[config.mk]
export PLATFORM = sky130hd
export DESIGN_NAME = emulib_ticket_fifo
export DESIGN_NICKNAME = d
export VERILOG_FILES = /design/src/rtl/emulib_ticket_fifo.sv
export SDC_FILE = /design/constraint.sdc
export NUM_CORES = 1
export LEC_CHECK = 0
export CORE_UTILIZATION = 47
export CTS_CLUSTER_SIZE = 40
export DETAILED_ROUTE_END_ITERATION = 10
export PLACE_DENSITY = 0.84
export SETUP_SLACK_MARGIN = 0.02
export SYNTH_ARGS = -nofsm -noshare
export SYNTH_HDL_FRONTEND = slang
export SYNTH_SLANG_ARGS = --single-unit
[constraint.sdc]
create_clock -name clk -period 1.95 [get_ports clk]
set_input_delay 0.195 -clock clk [delete_from_list [all_inputs] [get_ports clk]]
set_output_delay 0.195 -clock clk [all_outputs]
set_load 0.005 [all_outputs]
[src/rtl/emulib_ticket_fifo.sv]
// Synchronous circular FIFO with registered head, occupancy count and
// empty/full flags; pushes when full and pops when empty are ignored.
module emulib_ticket_fifo #(
    parameter int unsigned WIDTH = 8,
    parameter int unsigned DEPTH = 4
) (
    input  logic                         clk,
    input  logic                         rst_n,
    input  logic                         push,
    input  logic [WIDTH-1:0]             push_data,
    input  logic                         pop,
    output logic [WIDTH-1:0]             head,
    output logic [$clog2(DEPTH+1)-1:0]   count,
    output logic                         empty,
    output logic                         full
);

    localparam int unsigned PW = (DEPTH > 1) ? $clog2(DEPTH) : 1;
    localparam int unsigned CW = $clog2(DEPTH + 1);

    logic [WIDTH-1:0] mem [DEPTH];
    logic [PW-1:0]    wr_ptr;
    logic [PW-1:0]    rd_ptr;
    logic [CW-1:0]    cnt;
    logic             do_push;
    logic             do_pop;

    function automatic logic [PW-1:0] ptr_next(input logic [PW-1:0] p);
        return (p == PW'(DEPTH - 1)) ? '0 : p + PW'(1);
    endfunction

    always_comb begin
        empty   = (cnt == '0);
        full    = (cnt == CW'(DEPTH));
        do_push = push && !full;
        do_pop  = pop && !empty;
        head    = mem[rd_ptr];
        count   = cnt;
    end

    always_ff @(posedge clk) begin
        if (do_push) begin
            mem[wr_ptr] <= push_data;
        end
    end

    always_ff @(posedge clk or negedge rst_n) begin
        if (!rst_n) begin
            wr_ptr <= '0;
            rd_ptr <= '0;
            cnt    <= '0;
        end else begin
            if (do_push) begin
                wr_ptr <= ptr_next(wr_ptr);
            end
            if (do_pop) begin
                rd_ptr <= ptr_next(rd_ptr);
            end
            if (do_push && !do_pop) begin
                cnt <= cnt + CW'(1);
            end else if (!do_push && do_pop) begin
                cnt <= cnt - CW'(1);
            end
        end
    end

endmodule

==> impl_metrics.csv <==
group,metric,value,unit
critical_path,crit-reg2reg-launch,"count[1]",
drt,dr.pass1.iters,4,
grt,overflow,0,
critical_path,r2r_end,"count[1]",
clock_network,clk_latency,0.36,ns
clock_network,cts_buffers,5,
drt,via_per_inst,4.99,
critical_path,path_max_fanout,9,
clock_network,cts.clk_slew.worst_paths,0.12,ns
clock_network,cts_hold_buf,0,
power_and_ir_drop,total_leakage_power,0.800,nW
layout,drive_gt1_frac,0.317,
critical_path,rrSetupSlack,0.11,ns
power_and_ir_drop,ir_drop,858,uV
sta,setup_viol,0,
critical_path,crit_chain,"buf_8 > mux4_2 > dlygate4sd2_1",
critical_path,crit_family,"multiplexers",
yosys,synth_nets,98,
layout,final_util,0.666,
die,rows,20,
sta,fmax,540,MHz
sta,finalHoldViolCount,0,
yosys,synthCells,79,
sta,maxSlewHeadroom,0.707,
clock_network,cts_tree,"yes",
layout,fin_nets,138,
critical_path,crit_arrival,1.66,ns
critical_path,crit_path_top_delay_cell,"mux4_2",
outcome,outcome,"completed",
grt,grt_start_max_net_pins,15,
critical_path,max_stage_delay,0.49,ns
clock_network,clockRootBuffer,"clkbuf_4",
sta,hold_ws,0.102,ns
sta,post-route-min-period,1.85,ns
layout,final_cells,164,
die,io_pins,25,
drt,postRouteAntennaNets,0,
yosys,netlist_area,1620,um2
critical_path,required,1.75,ns
layout,final_cell_mix,"edfxtp_1 (32), clkdlybuf4s50_1 (15), buf_4 (10)",
drt,wl,2640,um
critical_path,critPathLaunchType,"register",
drt,drtIter0Drc,19,
power_and_ir_drop,power,3.07,mW
grt,grt_pass1_vias,898,
yosys,yosys_register_bits,39,
grt,grt_pass1_wl,4240,um
critical_path,critPathKind,"reg -> out",
worst_hold_path,worst_hold_path_type,"in -> async",
sta,fin_skew,0.0137,ns
critical_path,cp-end-kind,"output port",
sta,worst_pin_slew,0.440,ns
drt,drcViolationCount,0,
yosys,postSynthAreaPerCell,20.5,um2
placed_design,dp_cells,150,
yosys,ys_warn_count,0,
clock_network,cts-htree-levels,2,
sta,timing.final.max_slew_violations,0,
die,start_util,0.513,
grt,antenna_found_initial,0,
placed_design,dp_hpwl,1800,um
layout,final_area,2100,um2
sta,finalCritPeriodShare,0.950,
power_and_ir_drop,p_per_area,1460,nW/um2
flow_run,cap_violations,0,
grt,grt_usage,0.172,
die,die_x,60.7,um
layout,insertedDiodeCount,0,
yosys,ys_seq_area_frac,0.702,
critical_path,reg2reg_depth,6,
die,core_area,3150,um2
layout,syn_to_final_growth,29.8,%
placed_design,gp_congestion,0.630,
clock_network,clk_path_buf_depth,2,
die,dieArea,3680,um2
critical_path,path_buf_inv,2,
drt,num_vias,819,
placed_design,dpl-instance-area,1950,um2
die,die_h,60.7,um
clock_network,cts.sinks,39,
placed_design,io_buffers,24,
yosys,synth.distinct_cells,19,
layout,final_common_cell,"edfxtp_1",
drt,wire_per_inst,16.1,um
critical_path,cp.depth,3,
## sequential cells by signal, summed over array words and instances (netlist names)
name,count
mem,32
wr_ptr,2
rd_ptr,2
count,3
## final cells by class
class	count	area, um2
inverter	3	11.3
timing repair buffer	35	330
tap	44	55.1
fill	244	1050
multi-input combinational	35	482
sequential	39	1140
clock inverter	3	47.5
clock buffer	5	37.5
## through the flow
| step | TNS, ns | setup WS [ns] |
|---|---|---|
| after global routing | -0.0158 | -0.0158 |
| after CTS | 0 | 0.0246 |
| after floorplan | 0 | 0.0450 |
| after global placement | 0 | 0.0604 |
| after detailed placement | -0.00707 | -0.00707 |
| final | 0 | 0.0980 |
## power by group
group | total [mW] | switching (mW) | internal [mW]
clock | 0.560 | 0.283 | 0.276
sequential | 1.27 | 0.145 | 1.13
combinational | 1.24 | 0.464 | 0.772
## what timing repair did
item,in CTS,in global routing
endpoints found under the setup margin,9,8
pin swaps,1,3
gates resized for setup,10,10
setup buffers,3,3
## per-layer routing
metal	vias to the layer above	part of all wire	GRT usage
met5	-	0	0
met4	0	0.011	0.0487
met3	3	0.048	0.0618
met2	24	0.55	0.323
met1	409	0.39	0.181
li1	383	-	-
## how the worst max path moves through the flow
stage | from | end | slack, ns
final | rd_ptr[0] | head[7] | 0.1
after global routing | count[1] | count[2] | -0.02
after CTS | count[2] | count[2] | 0.02
after detailed placement | push | count[2] | -0.007
after global placement | push | count[2] | 0.06
after floorplan | count[1] | count[2] | 0.05
## synth_stat cells
master / count / area (um2)
and2_1: 3 / 18.8
buf_2: 1 / 5.00
clkbuf_1: 1 / 3.75
dfrtp_1: 7 / 175
edfxtp_1: 32 / 961
fa_1: 1 / 20.0
ha_1: 6 / 75.1
inv_1: 3 / 11.3
mux2_2: 1 / 11.3
mux2_4: 4 / 60.1
mux4_2: 8 / 180
nand2_1: 1 / 3.75
nand2b_4: 1 / 13.8
nor2_1: 4 / 15.0
nor2b_4: 1 / 13.8
nor3_1: 1 / 5.00
nor3b_4: 1 / 18.8
xnor2_1: 1 / 8.76
xor2_1: 2 / 17.5
## cell families (layout without fill, tap and decap cells)
logic type | Yosys count | count (layout) | share of synthesized area
flip-flops | 39 | 39 | 0.702
buffers and inverters | 5 | 46 | 0.0124
adder cells (fa/ha/maj) | 7 | 7 | 0.0588
AND/OR/NAND/NOR | 12 | 12 | 0.0549
multiplexers | 13 | 13 | 0.155
XOR/XNOR | 3 | 3 | 0.0162
(Power assumes the default switching activity.)
